===== src/rtl/vga_pkg.sv =====
// Shared constants for the VGA timing driver: 640x480@60 frame totals,
// bus widths, the last visible pixel address and the test-bar palette.
package vga_pkg;

   localparam int H_TOTAL  = 800;
   localparam int V_TOTAL  = 525;
   localparam int ADDR_W   = 19;
   localparam int COLOUR_W = 8;

   // y*640+x of the bottom-right visible pixel; ADDR parks here during vblank
   localparam int LAST_ADDR = 307199;

   // Left-to-right colours of the eight vertical test bars (3-3-2 RGB)
   localparam logic [0:7][COLOUR_W-1:0] BAR_COLOURS = {
      8'hFF, 8'hE0, 8'h1C, 8'h03, 8'hFC, 8'h1F, 8'hE3, 8'h00
   };

   function automatic int lastAddr(input int hVisible, input int vVisible);
      return hVisible * vVisible - 1;
   endfunction

endpackage


===== src/rtl/vga_delay_line.sv =====
// Tick-enabled shift register that delays a WIDTH-bit word by DEPTH pixel ticks;
// reset loads every stage with RESET_VAL so blanking/inactive syncs flush out first.
module vga_delay_line #(
   parameter int                WIDTH     = 1,
   parameter int                DEPTH     = 1,
   parameter logic [WIDTH-1:0]  RESET_VAL = '0
) (
   input  logic             i_clk,
   input  logic             i_reset,
   input  logic             i_tick,
   input  logic [WIDTH-1:0] i_d,
   output logic [WIDTH-1:0] o_q
);

   logic [WIDTH-1:0] r_stage [DEPTH];

   always_ff @(posedge i_clk) begin
      if (i_reset) begin
         for (int i = 0; i < DEPTH; i++) begin
            r_stage[i] <= RESET_VAL;
         end
      end else if (i_tick) begin
         r_stage[0] <= i_d;
         for (int i = 1; i < DEPTH; i++) begin
            r_stage[i] <= r_stage[i-1];
         end
      end
   end

   assign o_q = r_stage[DEPTH-1];

endmodule


===== src/rtl/vga_timing_driver.sv =====
// 640x480@60 VGA timing generator issuing pixel addresses and re-aligning the returned colour
// with the syncs. Define VGA_TEST_PATTERN_EN to add the TEST_MODE colour-bar input.
module vga_timing_driver
   import vga_pkg::*;
#(
   parameter int CLK_DIV    = 4,
   parameter int H_VISIBLE  = 640,
   parameter int H_FP       = 16,
   parameter int H_SYNC     = 96,
   parameter int H_BP       = H_TOTAL - H_VISIBLE - H_FP - H_SYNC,
   parameter int V_VISIBLE  = 480,
   parameter int V_FP       = 10,
   parameter int V_SYNC     = 2,
   parameter int V_BP       = V_TOTAL - V_VISIBLE - V_FP - V_SYNC,
   parameter int PIPE_DELAY = 1
) (
   input  logic                CLK,
   input  logic                RESET,
`ifdef VGA_TEST_PATTERN_EN
   input  logic                TEST_MODE,
`endif
   output logic [ADDR_W-1:0]   ADDR,
   input  logic [COLOUR_W-1:0] CIN,
   output logic                PIX_TICK,
   output logic                FRAME_START,
   output logic                HS,
   output logic                VS,
   output logic [COLOUR_W-1:0] RGB
);

   localparam int H_TOT = H_VISIBLE + H_FP + H_SYNC + H_BP;
   localparam int V_TOT = V_VISIBLE + V_FP + V_SYNC + V_BP;
   localparam int DIV_W = $clog2(CLK_DIV);

   localparam logic [DIV_W-1:0]  DIV_LAST  = DIV_W'(CLK_DIV - 1);
   localparam logic [9:0]        H_LAST    = 10'(H_TOT - 1);
   localparam logic [9:0]        V_LAST    = 10'(V_TOT - 1);
   localparam logic [9:0]        H_VIS     = 10'(H_VISIBLE);
   localparam logic [9:0]        V_VIS     = 10'(V_VISIBLE);
   localparam logic [9:0]        HS_BEGIN  = 10'(H_VISIBLE + H_FP);
   localparam logic [9:0]        HS_END    = 10'(H_VISIBLE + H_FP + H_SYNC);
   localparam logic [9:0]        VS_BEGIN  = 10'(V_VISIBLE + V_FP);
   localparam logic [9:0]        VS_END    = 10'(V_VISIBLE + V_FP + V_SYNC);
   localparam logic [ADDR_W-1:0] ADDR_LAST = ADDR_W'(lastAddr(H_VISIBLE, V_VISIBLE));

   logic [DIV_W-1:0]    r_div;
   logic [9:0]          r_h;
   logic [9:0]          r_v;
   logic [ADDR_W-1:0]   r_addr;
   logic                r_hs;
   logic                r_vs;
   logic [COLOUR_W-1:0] r_rgb;

   logic                w_tick;
   logic                w_lastH;
   logic                w_lastV;
   logic                w_visible;
   logic                w_hsRaw;
   logic                w_vsRaw;
   logic [2:0]          w_rawSigs;
   logic [2:0]          w_dlySigs;
   logic                w_visD;
   logic                w_hsD;
   logic                w_vsD;
   logic [COLOUR_W-1:0] w_colour;

   assign w_tick    = (r_div == DIV_LAST);
   assign w_lastH   = (r_h == H_LAST);
   assign w_lastV   = (r_v == V_LAST);
   assign w_visible = (r_h < H_VIS) && (r_v < V_VIS);
   assign w_hsRaw   = !((r_h >= HS_BEGIN) && (r_h < HS_END));
   assign w_vsRaw   = !((r_v >= VS_BEGIN) && (r_v < VS_END));

   // ADDR advances only when leaving a visible pixel, so each line starts at y*H_VISIBLE
   always_ff @(posedge CLK) begin
      if (RESET) begin
         r_div  <= '0;
         r_h    <= '0;
         r_v    <= '0;
         r_addr <= '0;
      end else begin
         r_div <= w_tick ? '0 : r_div + 1'b1;
         if (w_tick) begin
            if (w_lastH) begin
               r_h <= '0;
               r_v <= w_lastV ? '0 : r_v + 1'b1;
            end else begin
               r_h <= r_h + 1'b1;
            end
            if (w_lastH && w_lastV) begin
               r_addr <= '0;
            end else if (w_visible && (r_addr != ADDR_LAST)) begin
               r_addr <= r_addr + 1'b1;
            end
         end
      end
   end

   assign w_rawSigs = {w_visible, w_hsRaw, w_vsRaw};

   vga_delay_line #(
      .WIDTH     (3),
      .DEPTH     (PIPE_DELAY),
      .RESET_VAL (3'b011)
   ) u_syncDelay (
      .i_clk   (CLK),
      .i_reset (RESET),
      .i_tick  (w_tick),
      .i_d     (w_rawSigs),
      .o_q     (w_dlySigs)
   );

   assign {w_visD, w_hsD, w_vsD} = w_dlySigs;

`ifdef VGA_TEST_PATTERN_EN
   localparam logic [9:0] BAR_W = 10'(H_VISIBLE / 8);

   logic [9:0] w_xD;
   logic [2:0] w_bar;

   vga_delay_line #(
      .WIDTH     (10),
      .DEPTH     (PIPE_DELAY),
      .RESET_VAL (10'd0)
   ) u_xDelay (
      .i_clk   (CLK),
      .i_reset (RESET),
      .i_tick  (w_tick),
      .i_d     (r_h),
      .o_q     (w_xD)
   );

   assign w_bar    = 3'(w_xD / BAR_W);
   assign w_colour = TEST_MODE ? BAR_COLOURS[w_bar] : CIN;
`else
   assign w_colour = CIN;
`endif

   // Blank gating happens before the pin register, so an undefined CIN in blanking never reaches RGB
   always_ff @(posedge CLK) begin
      if (RESET) begin
         r_hs  <= 1'b1;
         r_vs  <= 1'b1;
         r_rgb <= '0;
      end else if (w_tick) begin
         r_hs  <= w_hsD;
         r_vs  <= w_vsD;
         r_rgb <= w_visD ? w_colour : '0;
      end
   end

   assign ADDR        = r_addr;
   assign PIX_TICK    = w_tick;
   assign FRAME_START = w_tick && (r_h == '0) && (r_v == '0);
   assign HS          = r_hs;
   assign VS          = r_vs;
   assign RGB         = r_rgb;

endmodule


===== config.mk =====
export PLATFORM = sky130hd
export DESIGN_NAME = vga_timing_driver
export DESIGN_NICKNAME = d
export VERILOG_FILES = /design/src/rtl/vga_pkg.sv /design/src/rtl/vga_delay_line.sv /design/src/rtl/vga_timing_driver.sv
export SDC_FILE = /design/constraint.sdc
export NUM_CORES = 1
export LEC_CHECK = 0
export ABC_AREA = 1
export BUFFER_PORTS_ARGS = -buffer_cell sky130_fd_sc_hd__buf_2
export CAP_MARGIN = 20
export CORE_ASPECT_RATIO = 0.9
export CORE_MARGIN = 5
export CORE_UTILIZATION = 35
export CTS_BUF_LIST = sky130_fd_sc_hd__clkbuf_8
export CTS_CLUSTER_DIAMETER = 200
export CTS_CLUSTER_SIZE = 10
export DETAILED_ROUTE_END_ITERATION = 10
export PLACE_DENSITY_LB_ADDON = 0.08
export SYNTH_ARGS = -nofsm -noshare
export SYNTH_HDL_FRONTEND = slang
export SYNTH_SLANG_ARGS = --single-unit

===== constraint.sdc =====
create_clock -name CLK -period 2.3 [get_ports CLK]
set_clock_uncertainty 0.2 [all_clocks]
set_input_delay 0.46 -clock CLK [delete_from_list [all_inputs] [get_ports CLK]]
set_output_delay 0.46 -clock CLK [all_outputs]
set_load 0.005 [all_outputs]

Yosys cells after proc, flatten, opt, wreduce, memory -nomap -nowiden
Memories as Yosys holds them, arrays and structs flattened.
Index checks and enable logic that the tools add are counted.
{ "word_totals": {"reg_bits": 51, "mem_bits_rw": 3, "input_bits": 10, "out_inout_bits": 31, "wordCells": 50, "memories": 1} }
{ "classes": {"n_addsub": 4, "n_lt_le_gt_ge": 6, "n_eq_ne": 4, "muxes": 12, "reduce_logical": 16} }
{ "mem_list": {"columns": ["name", "words", "word_bits", "read_ports", "rd_ports_with_merged_regs", "write_ports", "line_no", "source"], "rows": [
  ["u_syncDelay.r_stage", 1, 3, 1, 0, 1, "vga_delay_line.sv:15", "logic [WIDTH-1:0] r_stage [DEPTH];"]
]} }
{ "op_table": {"columns": ["op", "count"], "rows": [
  ["$mux W19", 2],
  ["$add A10 B1 Y10 const B", 2],
  ["$eq A10 B10 Y1 const B", 2],
  ["$logic_not A10 Y1", 2],
  ["$lt A10 B10 Y1 const B", 2],
  ["$lt A10 B9 Y1 const B", 2],
  ["$mux W10", 2],
  ["$add A19 B1 Y19 const B", 1],
  ["$ne A19 B19 Y1 const B", 1],
  ["$ge A10 B10 Y1 const B", 1],
  ["$ge A10 B9 Y1 const B", 1],
  ["$mux W8", 1],
  ["$logic_and A1 B1 Y1", 7],
  ["$mux W1", 6],
  ["$reduce_and A2 Y1", 2],
  ["$mux W3", 1],
  ["$reduce_or A3 Y1", 1],
  ["$add A2 B1 Y2 const B", 1],
  ["$eq A2 B2 Y1 const B", 1],
  ["$logic_not A1 Y1", 2],
  ["$reduce_bool A2 Y1", 1],
  ["$reduce_or A2 Y1", 1]
]} }

Logic depth before layout (Yosys ltp)
Gate-level depths: netlist of run 1.
{ "logic_depth": {"depth_word": 6, "ltp_mapped": 13, "mapped_depth_nobuf": 13} }

Hierarchy
Synthesis of run 1 repeated with hierarchy kept, for this count alone.
{ "hier_totals": {"hier_cells": 424, "area_unflattened_um2": 2960.3} }
{ "by_module_without_submodules": {"columns": ["module", "instances", "cells_per_inst", "area_per_inst_um2", "seq_area_each_um2"], "rows": [
  ["vga_timing_driver", 1, 410, 2826.5, 1021.0],
  ["vga_delay_line", 1, 14, 133.9, 90.1]
]} }

Worst setup path after synthesis of run 1
No wires, ideal clock.
{ "synth_timing": {"path_type": "register -> output", "from": "register r_div[0]", "to": "output FRAME_START", "arrival_time_ps": 1245, "required_time_ps": 1640, "slack_ps": 395, "path_stages_with_launch": 7, "path_buffers": 1, "cell_sequence": "dfxtp_1 ha_1 buf_4 inv_2 nor4_1 nand2_1 nor4_1"} }
{ "synth_between": {"elab_chain_cells": 3} }
{ "synth_rtl": {"columns": ["item", "line_no", "source"], "rows": [
  ["from (decl)", "vga_timing_driver.sv:46", "logic [DIV_W-1:0] r_div;"],
  ["from (signal assigned)", "vga_timing_driver.sv:82", "r_div <= w_tick ? '0 : r_div + 1'b1;"],
  ["$eq A2 B2 Y1", "vga_timing_driver.sv:67", "assign w_tick = (r_div == DIV_LAST);"],
  ["named net PIX_TICK", "vga_timing_driver.sv:24", "output logic PIX_TICK,"],
  ["$logic_and A1 B1 Y1 (2 in series)", "vga_timing_driver.sv:154", "assign FRAME_START = w_tick && (r_h == '0) && (r_v == '0);"],
  ["to (decl)", "vga_timing_driver.sv:25", "output logic FRAME_START,"]
]} }
The timed path passes the listed nets, and every way through them passes these cells.

Final worst setup path of run 1
{ "layout_timing": {"from": "register r_v[1]", "to": "output FRAME_START"} }
{ "layout_between": {"elab_chain_cells": 2} }
{ "layout_rtl": {"columns": ["item", "line_no", "source"], "rows": [
  ["from (decl)", "vga_timing_driver.sv:48", "logic [9:0] r_v;"],
  ["from (signal assigned)", "vga_timing_driver.sv:86", "r_v <= w_lastV ? '0 : r_v + 1'b1;"],
  ["$logic_not A10 Y1", "vga_timing_driver.sv:154", null],
  ["$logic_and A1 B1 Y1", "vga_timing_driver.sv:154", null]
]} }
Every way passes these cells.

==> results_dict.tcl, run 1 <==
set metrics [dict create \
    detailed_place.area_um2 3400 \
    worstSetupEndpointType "output port" \
    vias_in_the_first_global_route 2737 \
    post-dp-hpwl_um 6162 \
    chipWidth_um 109.0 \
    cp_data_arrival_time_ps 1520 \
    detail_route.iter0.violations 184 \
    drive_gt1_frac 0.2038 \
    final_antenna_violating_net_count 0 \
    critical_path_peak_fanout 4 \
    clk_pin_slew_ps 110 \
    synth.lib_cells_used.distinct 38 \
    via_count 2883 \
    ordered_cell_list_for_the_critical_path "inv_1 > ha_1 > nand4_1 > nor4_2 > buf_2" \
    wire_per_inst_um 13.49 \
    yosys_top_cell_by_area "sky130_fd_sc_hd__dfxtp_1" \
    synth_xor_xnor_area_share 0.01702 \
    avgSynthCellArea_um2 7.132 \
    setup-tns-final_ps 0 \
    multi_input_gate_area_um2 1708 \
    tritoncts_num_sinks 54 \
    sequential_cell_area_um2 1115 \
    avgViaCountPerCell 4.845 \
    layout_worst_path_cycle_share 0.9484 \
    whs_endpoint "RGB[4]" \
    syn_inst 433 \
    met3_wire_length_um 363 \
    status "complete, no violations" \
    port_buffers 40 \
    worst_ir_drop_vdd_mv 0.1961 \
    grt_max_degree 26 \
    timing.rr.end "ADDR[12]" \
    clockBufferDepth 2 \
    synthAdderAreaFrac 0.02431 \
    chipHeight_um 99.11 \
    report.final.setup_viol 0 \
    number_of_antenna_violations_at_the_first_check_in_global_routing 0 \
    period_needed_ps 2181 \
    synth_top_family_by_area "simple AND/OR/NAND/NOR gates" \
    layout_overhead_on_the_synthesized_area_pct 14.26 \
    antenna_cells 0 \
    timing.critical_path.slowest_cell_delay_ps 350 \
    cell_family_contributing_the_most_delay_on_the_critical_path "flip-flops" \
    numCtsBuffers 5 \
    initial_utilization 0.3587 \
    cell_with_the_most_instances_after_synthesis "sky130_fd_sc_hd__nand2_1" \
    core_area_um2 8608 \
    timing.final.hold_violations 0 \
    placement_rows 32 \
    globalRouteTotalUtil 0.1544 \
    fillers 939 \
    report.final.slew_viol_count 0 \
    postCtsHoldBufs 0 \
    powerDensity_nw_per_um2 483.0 \
    drt_pass1_iterations 5 \
    clock.fmax_mhz 458.4 \
    worst-endpoint-required_ps 1640 \
    grt_first_pass_wirelength_um 13490 \
    slew_headroom 0.6127 \
    synth.top_cell.area_share 0.3306 \
    reported_max_cap_violation_count 0 \
    simple_gate_share_of_the_synthesized_area 0.3938 \
    routedLengthMet1_um 4260 \
    area_enclosed_by_the_die_boundary_um2 10800 \
    highest_layer "met4" \
    timing.hold.worst.start "CIN[4]" \
    postSynthRegisterBits 54 \
    grt_overflow 0 \
    worst_setup_path_start_kind "register" \
    critical_path.slowest_cell "sky130_fd_sc_hd__dfxtp_1" \
    syn_area_um2 3088 \
    tritoncts_clock_tree "done" \
    synth-compound-area-share 0.1070 \
    min_delay_path_depth 2 \
    floorplan.io_pins 41 \
    drc_errors 0 \
    finalWeightedCongestion 0.8470 \
    clkLatencyLatePin_ps 320 \
    worst-r2r-cell-count 12 \
    synthTopCellsByArea "sky130_fd_sc_hd__dfxtp_1, sky130_fd_sc_hd__nand2_1, sky130_fd_sc_hd__nor2_1" \
    static-leakage-power_nw 1.472 \
    async_flop_share 0 \
    wirelength_um 8024 \
    synth_edf_count 3 \
    synth_seq_area_share 0.3598 \
    finish.instance_area_um2 3528 \
    mappedNetlistNets 449 \
    synth_warnings 0 \
    synth_commonest_cells "sky130_fd_sc_hd__nand2_1, sky130_fd_sc_hd__nor2_1, sky130_fd_sc_hd__dfxtp_1" \
    unrepaired_setup_endpoints_after_global_routing "false" \
    cts_max_level 2 \
    rrSetupSlack_ps 190 \
    finish.net_count 491 \
    cts-root-buf "sky130_fd_sc_hd__clkbuf_8" \
    regToRegStartpoint "r_h[1]" \
    met2RoutedLength_um 3352 \
    type_of_the_worst_min_delay_path "input port to register" \
    worst-path-buf-inv 2 \
    ys.flop_type "sky130_fd_sc_hd__dfxtp_1" \
    max_slew.worst_pin.slew_ps 578.8 \
    synth.area.mux_share 0 \
    critPathKind "register to output port" \
]
## logic make-up (layout without fill, tap and decap cells)
family | count (synthesis) | in the layout
fa+ha+maj | 6 | 6
compound gates | 50 | 50
buf+inv | 66 | 109
simple gates | 251 | 251
xor+xnor | 6 | 6
flops | 54 | 54
## area by class of cell
| type | instances | area share |
|---|---|---|
| Multi-Input combinational cell | 313 | 0.4840 |
| Sequential cell | 54 | 0.3160 |
| Timing Repair Buffer | 49 | 0.07589 |
| Inverter | 52 | 0.05603 |
| Tap cell | 119 | 0.04220 |
| Clock buffer | 5 | 0.01950 |
| Clock inverter | 3 | 0.006383 |
## repair_timing
| action | 4_1_cts | 5_1_grt |
|---|---|---|
| setup buffers | 0 | 0 |
| gates resized for setup | 2 | 7 |
| pin swaps | 0 | 4 |
| endpoints found under the setup margin | 1 | 4 |
## power breakdown
part / switching [mW] / total [mW] / internal (mW) / leakage, nW
logic: 0.0921 / 0.150 / 0.0580 / 0.989
clock network: 0.344 / 0.563 / 0.220 / 0.0451
registers: 0.0260 / 0.991 / 0.965 / 0.437
total: 0.462 / 1.70 / 1.24 / 1.47
## metal layers
| layer | up-vias | track usage |
|---|---|---|
| met5 | - | 0 |
| met1 | 1315 | 0.2404 |
| li1 | 1510 | - |
| met4 | 0 | 0.03495 |
| met3 | 4 | 0.02661 |
| met2 | 54 | 0.2191 |
## cell usage in the layout, fill, tap and decap left out, types with 5 or more instances in the layout
cell | synthesis | final
sky130_fd_sc_hd__a21oi_1 | 21 | 21
sky130_fd_sc_hd__a21oi_2 | 5 | 5
sky130_fd_sc_hd__a32o_1 | 8 | 8
sky130_fd_sc_hd__nor3_1 | 17 | 17
sky130_fd_sc_hd__inv_1 | 49 | 49
sky130_fd_sc_hd__dfxtp_1 | 51 | 48
sky130_fd_sc_hd__buf_2 | 2 | 40
sky130_fd_sc_hd__ha_1 | 6 | 5
sky130_fd_sc_hd__nand4_1 | 12 | 12
sky130_fd_sc_hd__nand2_2 | 6 | 6
sky130_fd_sc_hd__clkbuf_8 | 0 | 5
sky130_fd_sc_hd__nand2_1 | 87 | 87
sky130_fd_sc_hd__nand3_1 | 45 | 45
sky130_fd_sc_hd__xor2_1 | 6 | 6
sky130_fd_sc_hd__nand3_2 | 5 | 5
sky130_fd_sc_hd__nor2_1 | 63 | 62
sky130_fd_sc_hd__o21ai_0 | 7 | 7
sky130_fd_sc_hd__buf_4 | 5 | 9
## worst max path at each step
stage,end,startpoint,slack (ps),cells past startpoint
after CTS,FRAME_START,r_div[0],6,6
after global routing,FRAME_START,r_v[9],0.8,4
after detailed placement,ADDR[14],ADDR[0],180,12
after global placement,ADDR[2],ADDR[0],200,12
after floorplan,FRAME_START,r_div[0],400,6
final,FRAME_START,r_v[1],120,5
## per-stage QoR
step,std cells,total power [mW],utilization,worst slack (ps),hold WS (ps)
final,595,1.704,0.4099,118.6,180.7
after global routing,595,1.789,0.4099,0.8051,167.7
after CTS,595,1.729,0.4065,5.785,171.4
after detailed placement,587,1.157,0.3949,180.5,225.9
after global placement,587,1.155,0.3949,201.3,207.3
after floorplan,433,1.104,-,395.4,199.2
## worst reg2reg max path, delay by kind of cell (launching register included)
kind	cells	cell delay [ps]
AND/OR/NAND/NOR	10	1250
buffers and inverters	1	30
adder cells (fa/ha/maj)	1	170
flip-flops	1	370
## state kept, by name, indices dropped and copies added (netlist names)
signal and flops:
RGB 8, r_h 10, r_v 10, u_syncDelay.r_stage 3, r_div 2, HS 1
ADDR 19, VS 1
Power figures use the tool's default switching activity.
==> run 2: changes to the inputs <==
CORE_ASPECT_RATIO = 1.5   (was 0.9)
PLACE_DENSITY = 0.65   (was default)
PLACE_DENSITY_LB_ADDON = default   (was 0.08)
==> run 2 against run 1 <==
  * First-iteration DRC count shrank 9.2%
  * Total power grew 5.2%
  * Critical endpoint unchanged
  * Worst hold slack gained 24 ps
  * Die area grew 0.34%
  * Count of clock-buffer cells in the layout grew 1
  * Cell count shrank 1.7%
  * Largest power group unchanged
  * Global-route usage shrank 0.74 points
  * Register-to-register slack gained 20 ps
  * Sequential share of layout area is essentially flat
  * Flip-flop and latch count is the same
  * Design area shrank 0.35%
==> results_dict.tcl, run 2 (synthesized netlist as in run 1, its figures left out) <==
set metrics [dict create \
    status "complete, no violations" \
    hold_ws_ps 205.0 \
    reported_max_cap_violation_count 0 \
    grt_max_degree 26 \
    cellInternalPower_mw 1.371 \
    clock.fmax_mhz 454.7 \
    clockBufferDepth 2 \
    worst_ir_drop_vdd_mv 0.2936 \
    routedLengthMet1_um 3013 \
    layout_overhead_on_the_synthesized_area_pct 13.86 \
    slew_headroom 0.6086 \
    cts-root-buf "sky130_fd_sc_hd__clkbuf_8" \
    final_antenna_violating_net_count 0 \
    period_needed_ps 2199 \
    timing.final.hold_violations 0 \
    drt_pass1_iterations 4 \
    mostFrequentLayoutCell "sky130_fd_sc_hd__nand2_1" \
    whs_endpoint "RGB[0]" \
    cp_data_arrival_time_ps 1540 \
    p_comb_frac 0.081 \
    chipWidth_um 86.70 \
    flip_flop_count_of_the_largest_register_after_layout 19 \
    area_enclosed_by_the_die_boundary_um2 10840 \
    initial_utilization 0.3540 \
    layout_worst_path_cycle_share 0.9561 \
    antenna_cells 0 \
    number_of_antenna_violations_at_the_first_check_in_global_routing 0 \
    timing.hold.worst.start "CIN[0]" \
    fin_ws_ps 101.0 \
    power.share.clock 0.368 \
    p_seq_frac 0.551 \
    met2RoutedLength_um 4167 \
    placement_rows 42 \
    critPathKind "register to output port" \
    postCtsHoldBufs 0 \
    type_of_the_worst_min_delay_path "input port to register" \
    drc_errors 0 \
    worst-endpoint-required_ps 1640 \
    core_area_um2 8723 \
    worstSetupEndpointType "output port" \
    swShare 0.2355 \
    report.final.slew_viol_count 0 \
    setup-tns-final_ps 0 \
    worst-r2r-cell-count 12 \
    powerDensity_nw_per_um2 510.0 \
    clkLatencyLatePin_ps 300 \
    chipHeight_um 125.0 \
    wire_per_inst_um 13.23 \
    critical_path_peak_fanout 5 \
    tritoncts_num_sinks 54 \
    finalWeightedCongestion 0.9329 \
    min_delay_path_depth 2 \
    post-dp-hpwl_um 5962 \
    vias_in_the_first_global_route 2889 \
    avgViaCountPerCell 5.070 \
    report.final.setup_viol 0 \
    finalNonFillerCells 585 \
    numCtsBuffers 5 \
    finish.net_count 490 \
    power.net_switching_uw 422.2 \
    utilization_after_layout 0.4030 \
    via_count 2966 \
    final_cell_mix "sky130_fd_sc_hd__nand2_1, sky130_fd_sc_hd__nor2_1, sky130_fd_sc_hd__dfxtp_1, sky130_fd_sc_hd__inv_1, sky130_fd_sc_hd__nand3_1" \
    globalRouteTotalUtil 0.1470 \
    port_buffers 40 \
    grt_overflow 0 \
    detail_route.iter0.violations 167 \
    clk_pin_slew_ps 90 \
    static-leakage-power_nw 1.480 \
    tritoncts_clock_tree "done" \
    drive_gt1_frac 0.1937 \
    place_ws_ps 177.7 \
    wirelength_um 7737 \
    grt_first_pass_wirelength_um 13050 \
    met3_wire_length_um 400 \
    regToRegStartpoint "ADDR[1]" \
    max_slew.worst_pin.slew_ps 584.9 \
    timing.rr.end "ADDR[15]" \
    floorplan.io_pins 41 \
    highest_layer "met4" \
    worst_setup_path_start_kind "register" \
    worst_setup_startpoint "r_div[0]" \
    numPlacedInstances 577 \
    cts_max_level 2 \
    rrSetupSlack_ps 210 \
]
[run 2: through the flow]
step / total power [mW] / area [um^2]
finish: 1.793 / 3516
global route: 1.880 / 3516
CTS: 1.819 / 3503
detailed placement: 1.154 / 3381
global placement: 1.150 / 3381
floorplan: 1.104 / 3088
[run 2: worst max-delay path by stage]
stage / endpoint / slack [ps] / cells past startpoint
floorplan: FRAME_START / 400 / 6
global placement: ADDR[15] / 220 / 12
detailed placement: ADDR[15] / 180 / 12
CTS: FRAME_START / 40 / 6
global route: FRAME_START / -30 / 6
finish: FRAME_START / 100 / 6
[run 2: power by group through the flow]
stage	sequential [mW]	clock, mW	combinational (mW)
floorplan	1.00	0	0.101
global placement	1.01	0	0.143
detailed placement	1.01	0	0.146
CTS	0.987	0.685	0.147
global route	0.992	0.721	0.167
finish	0.987	0.660	0.146
[run 2: what timing repair did]
item,4_1_cts,5_1_grt
buffers inserted,0,0
setup endpoints to repair,1,10
gates resized for setup,1,4
[run 2: area by class of cell]
type	instances	area (um^2)
clock inverters	2	33.78
fillers	951	5207
multi-input cells	313	1692
well taps	110	137.6
inverters	52	197.7
clock buffers	6	82.58
flip-flops and latches	54	1112
repair buffers	48	260.3
[run 2: layer usage]
layer	up-vias	global-route usage
met5	-	0
met3	11	0.02370
met2	85	0.2759
met1	1359	0.1601
met4	0	0.05505
li1	1511	-
[run 2: critical path, stage by stage, from the launching register on]
cell and delay (ps):
sky130_fd_sc_hd__dfxtp_1 350, sky130_fd_sc_hd__ha_2 210, sky130_fd_sc_hd__inv_2 70, sky130_fd_sc_hd__nor4_2 200, sky130_fd_sc_hd__nand2_1 100, sky130_fd_sc_hd__nor4_2 150, sky130_fd_sc_hd__buf_2 160
